==> src/rtl/adder_pkg.sv <==
// Shared types and helpers for the carry-lookahead adder.
// Optional signed-overflow flag is enabled elsewhere by CLA_ADDER_OVERFLOW_EN.
package adder_pkg;

    localparam int unsigned CLA_BLOCK = 4;

    typedef struct packed {
        logic g;
        logic p;
    } gp_t;

    // Carry out of a lookahead group given its generate/propagate pair.
    function automatic logic block_carry(input gp_t gp, input logic ci);
        return gp.g | (gp.p & ci);
    endfunction

endpackage

==> src/rtl/cla_adder_reg_if.sv <==
// Operand/result bus of cla_adder_reg; carries V only when CLA_ADDER_OVERFLOW_EN is defined.
interface cla_adder_reg_if #(
    parameter int unsigned SIZE = 32
);
    logic            in_valid;
    logic [SIZE-1:0] X;
    logic [SIZE-1:0] Y;
    logic            Cin;
    logic [SIZE-1:0] S;
    logic            Cout;
    logic            out_valid;
`ifdef CLA_ADDER_OVERFLOW_EN
    logic            V;

    modport master (output in_valid, X, Y, Cin, input S, Cout, out_valid, V);
    modport slave  (input in_valid, X, Y, Cin, output S, Cout, out_valid, V);
`else
    modport master (output in_valid, X, Y, Cin, input S, Cout, out_valid);
    modport slave  (input in_valid, X, Y, Cin, output S, Cout, out_valid);
`endif
endinterface

==> src/rtl/cla4_block.sv <==
// 4-bit carry-lookahead slice: sum, carry-out and group generate/propagate.
module cla4_block
    import adder_pkg::*;
(
    input  logic [CLA_BLOCK-1:0] x,
    input  logic [CLA_BLOCK-1:0] y,
    input  logic                 ci,
    output logic [CLA_BLOCK-1:0] s,
    output logic                 co,
    output logic                 G,
    output logic                 P
);
    logic [CLA_BLOCK-1:0] g;
    logic [CLA_BLOCK-1:0] p;
    logic [CLA_BLOCK-1:0] c;

    always_comb begin
        g    = x & y;
        p    = x ^ y;
        c[0] = ci;
        c[1] = g[0] | (p[0] & ci);
        c[2] = g[1] | (p[1] & g[0]) | (p[1] & p[0] & ci);
        c[3] = g[2] | (p[2] & g[1]) | (p[2] & p[1] & g[0]) | (p[2] & p[1] & p[0] & ci);
        G    = g[3] | (p[3] & g[2]) | (p[3] & p[2] & g[1]) | (p[3] & p[2] & p[1] & g[0]);
        P    = &p;
        s    = p ^ c;
        co   = block_carry(gp_t'{g: G, p: P}, ci);
    end

endmodule

==> src/rtl/cla_adder_reg.sv <==
// Registered adder {Cout,S} = X + Y + Cin built from chained 4-bit lookahead slices.
// Defining CLA_ADDER_OVERFLOW_EN adds the registered signed-overflow flag V.
module cla_adder_reg
    import adder_pkg::*;
#(
    parameter int unsigned SIZE  = 32,
    parameter int unsigned BLOCK = CLA_BLOCK
) (
    input  logic             clk,
    input  logic             rst_n,
    cla_adder_reg_if.slave   bus
);
    localparam int unsigned NB = SIZE / BLOCK;

    logic [NB:0]     carry;
    logic [NB-1:0]   blk_g;
    logic [NB-1:0]   blk_p;
    logic [SIZE-1:0] s_d;
    logic [SIZE-1:0] s_q;
    logic            cout_d;
    logic            cout_q;
    logic            out_valid_q;
    logic            unused_gp;

    assign carry[0] = bus.Cin;

    // Slices ripple the block carry; each slice resolves its own carries by lookahead.
    for (genvar k = 0; k < NB; k++) begin : g_blk
        cla4_block u_blk (
            .x  (bus.X[k*BLOCK +: BLOCK]),
            .y  (bus.Y[k*BLOCK +: BLOCK]),
            .ci (carry[k]),
            .s  (s_d[k*BLOCK +: BLOCK]),
            .co (carry[k+1]),
            .G  (blk_g[k]),
            .P  (blk_p[k])
        );
    end

    assign cout_d    = carry[NB];
    assign unused_gp = ^{blk_g, blk_p};

    always_ff @(posedge clk or negedge rst_n) begin
        if (!rst_n) begin
            s_q         <= '0;
            cout_q      <= 1'b0;
            out_valid_q <= 1'b0;
        end else begin
            out_valid_q <= bus.in_valid;
            if (bus.in_valid) begin
                s_q    <= s_d;
                cout_q <= cout_d;
            end
        end
    end

    assign bus.S         = s_q;
    assign bus.Cout      = cout_q;
    assign bus.out_valid = out_valid_q;

`ifdef CLA_ADDER_OVERFLOW_EN
    logic v_d;
    logic v_q;

    // Like-signed operands producing an opposite-signed sum.
    assign v_d = (bus.X[SIZE-1] == bus.Y[SIZE-1]) && (s_d[SIZE-1] != bus.X[SIZE-1]);

    always_ff @(posedge clk or negedge rst_n) begin
        if (!rst_n) begin
            v_q <= 1'b0;
        end else if (bus.in_valid) begin
            v_q <= v_d;
        end
    end

    assign bus.V = v_q;
`endif

endmodule

==> src/flat_wrapper.sv <==
// flat-port wrapper written by rule: the top's interface ports become plain ports
module cla_adder_reg_flat import adder_pkg::*;
#(
    parameter int unsigned SIZE  = 32,
    parameter int unsigned BLOCK = CLA_BLOCK
)
  (clk, rst_n, bus_in_valid, bus_X, bus_Y, bus_Cin, bus_S, bus_Cout, bus_out_valid);
  cla_adder_reg_if #(.SIZE(SIZE)) bus_i ();
  input  logic clk;
  input  logic rst_n;
  input wire logic [$bits(bus_i.in_valid)-1:0] bus_in_valid;
  input wire logic [$bits(bus_i.X)-1:0] bus_X;
  input wire logic [$bits(bus_i.Y)-1:0] bus_Y;
  input wire logic [$bits(bus_i.Cin)-1:0] bus_Cin;
  output wire logic [$bits(bus_i.S)-1:0] bus_S;
  output wire logic [$bits(bus_i.Cout)-1:0] bus_Cout;
  output wire logic [$bits(bus_i.out_valid)-1:0] bus_out_valid;
  assign bus_i.in_valid = bus_in_valid;
  assign bus_i.X = bus_X;
  assign bus_i.Y = bus_Y;
  assign bus_i.Cin = bus_Cin;
  assign bus_S = bus_i.S;
  assign bus_Cout = bus_i.Cout;
  assign bus_out_valid = bus_i.out_valid;
  cla_adder_reg #(.SIZE(SIZE), .BLOCK(BLOCK)) u_core (.clk(clk), .rst_n(rst_n), .bus(bus_i));
endmodule
==> config.mk <==
export PLATFORM = sky130hd
export DESIGN_NAME = cla_adder_reg_flat
export DESIGN_NICKNAME = d
export VERILOG_FILES = /design/src/rtl/adder_pkg.sv /design/src/rtl/cla_adder_reg_if.sv /design/src/rtl/cla4_block.sv /design/src/rtl/cla_adder_reg.sv /design/src/flat_wrapper.sv
export SDC_FILE = /design/constraint.sdc
export NUM_CORES = 1
export LEC_CHECK = 0
export CAP_MARGIN = 15
export CELL_PAD_IN_SITES_DETAIL_PLACEMENT = 1
export CELL_PAD_IN_SITES_GLOBAL_PLACEMENT = 1
export CORE_ASPECT_RATIO = 1.1
export CORE_MARGIN = 2
export CORE_UTILIZATION = 33
export CTS_BUF_LIST = sky130_fd_sc_hd__clkbuf_4 sky130_fd_sc_hd__clkbuf_8 sky130_fd_sc_hd__clkbuf_16
export DETAILED_ROUTE_END_ITERATION = 16
export PLACE_DENSITY_LB_ADDON = 0.25
export SETUP_SLACK_MARGIN = 0.05
export SLEW_MARGIN = 20
export SYNTH_ARGS = -nofsm -noshare
export SYNTH_HDL_FRONTEND = slang
export SYNTH_SLANG_ARGS = --single-unit
==> constraint.sdc <==
create_clock -name clk -period 1.24 [get_ports clk]
set_clock_uncertainty 0.15 [all_clocks]
set_input_delay 0.372 -clock clk [delete_from_list [all_inputs] [get_ports clk]]
set_output_delay 0.372 -clock clk [all_outputs]
set_load 0.01 [all_outputs]
==> flow_metrics.tcl, run 1 <==
set metrics [dict create \
    r2r-end "u_core.bus.S[1]" \
    cts_tree "yes" \
    worst_setup_path_start_kind "primary input" \
    start_util_pct 33.8 \
    crit_arrival_ps 2690 \
    vias 3256 \
    cts-root-buf "clkbuf_8" \
    io_buffers 101 \
    slew_viol_final 0 \
    worstMarginPinSlew_ps 423 \
    hold_depth 2 \
    h-tree-depth 2 \
    ios 102 \
    rows 34 \
    die_height_um 98.1 \
    hold_viol_final 0 \
    worstPathMaxFanout 4 \
    crit_type "primary input to register" \
    cts_buffers 5 \
    ys_seq_area_share_pct 32.0 \
    num-nets-final 615 \
    clk_pin_slew_ps 70 \
    track_usage_pct 26.8 \
    wirelength_um 14500 \
    fin_area_um2 5480 \
    hold_class "primary input to register" \
    slew_headroom_pct 71.7 \
    dieArea_um2 8790 \
    holdPathEnd "u_core.bus.out_valid" \
    r2r_cells 4 \
    drc 0 \
    area_growth_pct 106 \
    syn_avg_cell_area_um2 10.1 \
    cts_buffer_depth 2 \
    first_global_vias 3623 \
    rsz0062_at_grt "yes" \
    dp.final_hpwl_um 7270 \
    grt_overflow_total 0 \
    min_period_ps 2650 \
    status "finished with violations" \
    setup-violations-final 66 \
    layout.cells.non_filler 614 \
    hold_start "bus_in_valid" \
    cp-end-kind "register" \
    syn_inst 262 \
    antenna_found_initial 0 \
    fmaxAchievable_mhz 377 \
    r2r_slack_ps -50 \
    drive_gt1_share_pct 64.0 \
    synth-main-ff-cell "dfrtp_1" \
    numPlacedInstances 563 \
    synth_edf_count 0 \
    cellPowerDensity_nw_per_um2 1010 \
    synth_nets 370 \
    dieWidth_um 89.6 \
    p_leak_uw 0.00256 \
    drt_iter0_markers 92 \
    maxCapViolCount 0 \
    ys_seq_elements 34 \
    placed_area_um2 4660 \
    coreArea_um2 7870 \
    async_reset_ff_share_pct 100 \
    fin_ws_ps -1410 \
    fin_util_pct 69.7 \
    fin_crit_sh_pct 214 \
    gp_congestion 0.829 \
    ant_nets 0 \
    wl_per_cell_um 23.6 \
    violations "negative setup slack" \
    dpl_worst_slack_ps -2200 \
    reg2reg_from "u_core.bus.S[1]" \
    vias_per_cell 5.30 \
    dr.pass1.iters 4 \
    ir_drop_mv 0.540 \
    synth_warnings 0 \
    grt_pass1_wl_um 18000 \
    netlist_area_um2 2660 \
    clock_latency_ps 290 \
    cp_data_required_time_ps 1270 \
    fin_setup_tns_ps -39110 \
    diodes 0 \
    grt_max_degree 35 \
    cts_sinks 34 \
    ys_types 52 \
]
==> cell type report <==
cell class / instances / area (µm²)
multi-input combinational: 207 / 2410
tap: 108 / 135
inverter: 15 / 63.8
timing repair buffer: 244 / 1940
sequential: 34 / 851
clock buffer: 6 / 82.6
fill: 835 / 2390
==> where the power goes <==
part | internal, µW | switching [µW] | leakage (µW)
sequential | 1350 | 183 | 0.000396
clock | 430 | 453 | 0.0000431
combinational | 1760 | 1380 | 0.00212
total | 3540 | 2020 | 0.00256
==> worst max path at each step <==
stage                          from                to  slack [ps]  cells after the start
after floorplan            bus_Y[0]  u_core.bus.S[28]       -1490                     10
after global placement     bus_X[0]  u_core.bus.S[28]       -2120                     11
after detailed placement   bus_X[0]  u_core.bus.S[28]       -2200                     11
after CTS                  bus_X[0]  u_core.bus.S[28]       -1320                     11
after global routing      bus_Y[19]  u_core.bus.S[28]       -1480                     11
final                      bus_X[9]  u_core.bus.S[24]       -1410                     11
==> logic make-up (layout without fill, tap and decap cells) <==
family	count (synthesis)	count (layout)	share of synthesized area, %
xor+xnor	15	15	4.94
buf+inv	21	265	3.25
compound gates	74	74	20.2
mux	16	16	6.92
simple gates	62	62	11.6
flops	34	34	32.0
fa+ha+maj	40	40	21.1
==> flip-flops by register name, indices dropped and copies added, names as in the netlist <==
name	flops
u_core.bus.S	32
u_core.bus.Cout	1
u_core.bus.out_valid	1
==> synthesized netlist by cell type (2+ instances only) <==
master | number | share of area, %
dfrtp_1 | 34 | 32
ha_1 | 32 | 15
a21oi_1 | 25 | 4.7
nor2_1 | 18 | 2.5
nand2_1 | 16 | 2.3
inv_1 | 15 | 2.1
mux2_2 | 15 | 6.4
xnor2_1 | 12 | 4.0
fa_1 | 8 | 6.0
nor3_1 | 7 | 1.3
a21o_1 | 6 | 1.7
o21a_1 | 5 | 1.4
o21ai_0 | 5 | 0.94
a211oi_1 | 4 | 1.1
nand4_1 | 4 | 0.94
and3_1 | 3 | 0.71
clkbuf_1 | 3 | 0.42
o2111ai_1 | 3 | 0.99
o211ai_1 | 3 | 0.85
o21ai_1 | 3 | 0.56
o31ai_1 | 3 | 0.85
or3_1 | 3 | 0.71
xor2_1 | 3 | 0.99
buf_1 | 2 | 0.28
nand2b_1 | 2 | 0.47
o31ai_2 | 2 | 0.94
==> placed cells by master (no fill, tap or decap), types with 3 or more instances in the layout <==
master,count
buf_4,134
buf_2,39
dfrtp_1,34
ha_4,23
buf_6,20
dlygate4sd2_1,19
nor2_1,16
clkdlybuf4s50_1,15
nand2_1,13
a21oi_2,13
mux2_4,11
inv_1,9
a21oi_1,8
xnor2_2,8
fa_2,8
nor3_1,7
a21o_1,6
a21oi_4,6
ha_1,6
clkbuf_8,6
clkdlybuf4s15_1,6
inv_2,5
o21a_1,5
mux2_2,5
nand4_1,4
xnor2_1,4
o21ai_2,3
o211ai_1,3
or3_1,3
o31ai_2,3
xor2_1,3
ha_2,3
clkdlybuf4s15_2,3
==> metal layers <==
| metal | vias to the layer above | track usage, % | part of all wire [%] |
|---|---|---|---|
| met4 | 0 | 9.18 | 4.7 |
| met1 | 1628 | 27.7 | 36 |
| li1 | 1443 | - | - |
| met2 | 127 | 52.0 | 55 |
| met5 | - | 0 | 0 |
| met3 | 58 | 4.56 | 4.4 |
==> critical path: stages <==
cell	delay (ps)
buf_2	110
ha_4	260
a21oi_2	130
o21ai_1	100
a21o_1	190
a22o_4	290
o211ai_4	230
buf_4	190
nand2_1	80
fa_2	450
mux2_4	270
==> per-stage QoR <==
step           hold WS [ps]  total power, µW
2_1_floorplan         -73.6             2480
3_3_place_gp            206             3820
3_5_place_dp            204             3920
4_1_cts                 343             4960
5_1_grt                 356             5780
6_report                351             5560
==> timing repair <==
item / CTS / global route
hold endpoints to repair: 34 / 0
endpoints found under the setup margin: 67 / 67
setup buffers: 34 / 15
pin swaps: 63 / 32
hold buffers: 1 / 0
resized for setup: 324 / 53
No activity file was read; power rests on OpenSTA's default activity.
==> run 2, diff against run 1 <==
--- a/config.mk
+++ b/config.mk
@@ -5,12 +5,13 @@
 export SDC_FILE = /design/constraint.sdc
 export NUM_CORES = 1
 export LEC_CHECK = 0
+export ABC_AREA = 1
 export CAP_MARGIN = 15
 export CELL_PAD_IN_SITES_DETAIL_PLACEMENT = 1
 export CELL_PAD_IN_SITES_GLOBAL_PLACEMENT = 1
 export CORE_ASPECT_RATIO = 1.1
 export CORE_MARGIN = 2
-export CORE_UTILIZATION = 33
+export CORE_UTILIZATION = 32
 export CTS_BUF_LIST = sky130_fd_sc_hd__clkbuf_4 sky130_fd_sc_hd__clkbuf_8 sky130_fd_sc_hd__clkbuf_16
 export DETAILED_ROUTE_END_ITERATION = 16
 export PLACE_DENSITY_LB_ADDON = 0.25
==> run 2 against run 1 <==
  * The run still ends with negative setup slack left
  * Core utilization is 1.0 points lower
  * Worst hold slack improved by 1.1 ps
  * Clock power rose by 23%
  * Sequential power decreased by 3%
  * Power rose by 0.71%
  * Count of clock-buffer cells in the layout shrank 1
  * Die area down 1.3%
  * Critical path depth down 2
  * Global-route usage grew 1.0 points
  * Combinational power is 4% lower
  * Non-clock buffer count down 21
==> flow_metrics.tcl, run 2 <==
set metrics [dict create \
    status "finished with violations" \
    violations "negative setup slack" \
    p_leak_uw 0.00261 \
    num-nets-final 624 \
    vias_per_cell 5.15 \
    rows 34 \
    dieArea_um2 8670 \
    worstPathMaxFanout 2 \
    synth.top_cells.by_count "78 x nand2_1, 34 x dfrtp_1, 32 x ha_1, 21 x o21ai_0, 18 x inv_1" \
    fin_area_um2 5380 \
    cts_sinks 34 \
    track_usage_pct 27.9 \
    drt_iter0_markers 83 \
    netlist_area_um2 2540 \
    drive_gt1_share_pct 62.1 \
    final_common_cell "buf_4" \
    numPlacedInstances 572 \
    largest_reg_flops 32 \
    switching_share_pct 37.6 \
    yosysTopAreaCell "dfrtp_1" \
    slew_headroom_pct 76.2 \
    clk_pin_slew_ps 90 \
    pwr-share-seq_pct 26.6 \
    synth_edf_count 0 \
    ant_nets 0 \
    layout.cells.non_filler 625 \
    grt_overflow_total 0 \
    cp-end-kind "register" \
    maxCapViolCount 0 \
    crit_arrival_ps 2700 \
    io_buffers 101 \
    clock_latency_ps 290 \
    fin_crit_sh_pct 215 \
    p_int_uw 3490 \
    fin_util_pct 68.7 \
    ys_types 24 \
    design_power_total_uw 5600 \
    synth_warnings 0 \
    placed_area_um2 4440 \
    ir_drop_mv 0.455 \
    clockPowerShare_pct 19.4 \
    grt_max_degree 35 \
    dieWidth_um 89.0 \
    gp_congestion 0.800 \
    fillers 853 \
    coreArea_um2 7830 \
    wirelength_um 14600 \
    rsz0062_at_grt "yes" \
    seqCellArea_um2 851 \
    cts-root-buf "clkbuf_8" \
    cp_data_required_time_ps 1270 \
    antenna_found_initial 0 \
    setup-violations-final 66 \
    area_growth_pct 112 \
    hold_class "register to register" \
    h-tree-depth 2 \
    synth-main-ff-cell "dfrtp_1" \
    vias 3219 \
    fin_ws_ps -1430 \
    slew_viol_final 0 \
    synth.most_common_cell "nand2_1" \
    worst_setup_path_start_kind "primary input" \
    diodes 0 \
    synth_nets 400 \
    ys_seq_elements 34 \
    fmaxAchievable_mhz 374 \
    first_global_vias 3523 \
    worstMarginPinSlew_ps 356 \
    cts_buffer_depth 2 \
    dr.pass1.iters 4 \
    cts_buffers 5 \
    die_height_um 97.5 \
    start_util_pct 32.5 \
    cellPowerDensity_nw_per_um2 1040 \
    hold_viol_final 0 \
    crit_type "primary input to register" \
    wl_per_cell_um 23.4 \
    ys_seq_area_share_pct 33.5 \
    async_reset_ff_share_pct 100 \
    power_switching_uw 2100 \
    combPwrFrac_pct 54.0 \
    grt_pass1_wl_um 18200 \
    syn_inst 292 \
    final_cell_mix "109 x buf_4, 54 x nand2_1, 34 x dfrtp_1" \
    multi_input_area_um2 2310 \
    syn_avg_cell_area_um2 8.70 \
    min_period_ps 2670 \
    ios 102 \
    synth.area.top_cells "dfrtp_1 33%, ha_1 16%, nand2_1 12%" \
    drc 0 \
    cts_tree "yes" \
    yosysTopAreaCellShare_pct 33.5 \
    dp.final_hpwl_um 6700 \
]
run 2: changes by cell type after synthesis, sizes merged, moves of 6 or more:
cell and change:
a21o -7, nand2 +80, o21ai +14, o21a -6
nand3 +16, mux2 -16, a21oi -8, xor2 +6
run 2: final cells by class:
type,count,share of cell area (%)
Clock inverter,3,0.745
Multi-Input combinational cell,232,43.0
Timing Repair Buffer,223,35.0
Tap cell,108,2.51
Sequential cell,34,15.8
Clock buffer,5,1.28
Inverter,20,1.58
run 2: critical path, cell delays in order:
cell	delay, ps
clkdlybuf4s50_1	430
ha_1	350
a21oi_1	250
o21ai_0	140
a21oi_1	300
nand2_4	90
fa_2	390
xnor2_2	250
o21ai_2	110
run 2: worst paths after layout:
check,start,endpoint,slack (ps),cells after the start
worst min-delay path,u_core.bus.S[14],u_core.bus.S[14],350,2
worst max register to register,u_core.bus.S[29],u_core.bus.S[29],70,4
worst max-delay path,bus_Y[25],u_core.bus.S[29],-1430,9
min in group asynchronous,rst_n,u_core.bus.S[26],450,3
max in group asynchronous,rst_n,u_core.bus.S[15],290,3
worst min register to register,u_core.bus.S[14],u_core.bus.S[14],350,2
run 2: power by group through the flow:
stage,registers (µW),logic (µW),clock network (µW)
after floorplan,1540,784,0
after global routing,1500,3190,1140
after global placement,1450,2040,0
after detailed placement,1460,2130,0
final,1490,3020,1090
after CTS,1440,2430,1050
run 2: cells by family after synthesis:
family,synth area share [%]
flops,33.5
fa+ha+maj,22.1
xor+xnor,6.55
simple gates,23.8
compound gates,10.1
buf+inv,3.99
run 2: repair_timing:
action / in CTS / in global routing
gates resized for setup: 365 / 61
buffers inserted: 35 / 24
hold endpoints to repair: 34 / 0
gates cloned: 1 / 0
endpoints found under the setup margin: 67 / 67
pin swaps: 73 / 48
hold buffers: 1 / 0
run 2: metrics by stage:
step	worst slack, ps	TNS, ps	hold WS (ps)
3_3_place_gp	-1810	-51970	200
6_report	-1430	-31700	352
2_1_floorplan	-1200	-21360	-73.6
3_5_place_dp	-1910	-54650	203
4_1_cts	-1110	-28540	343
5_1_grt	-1500	-33980	385
run 2: layer usage:
metal	track usage (%)	vias to the layer above	part of all wire, %
met5	0	-	0
met4	11.6	0	7.6
met3	3.82	79	5.1
met2	52.6	165	53
met1	29.8	1574	34
li1	-	1401	-
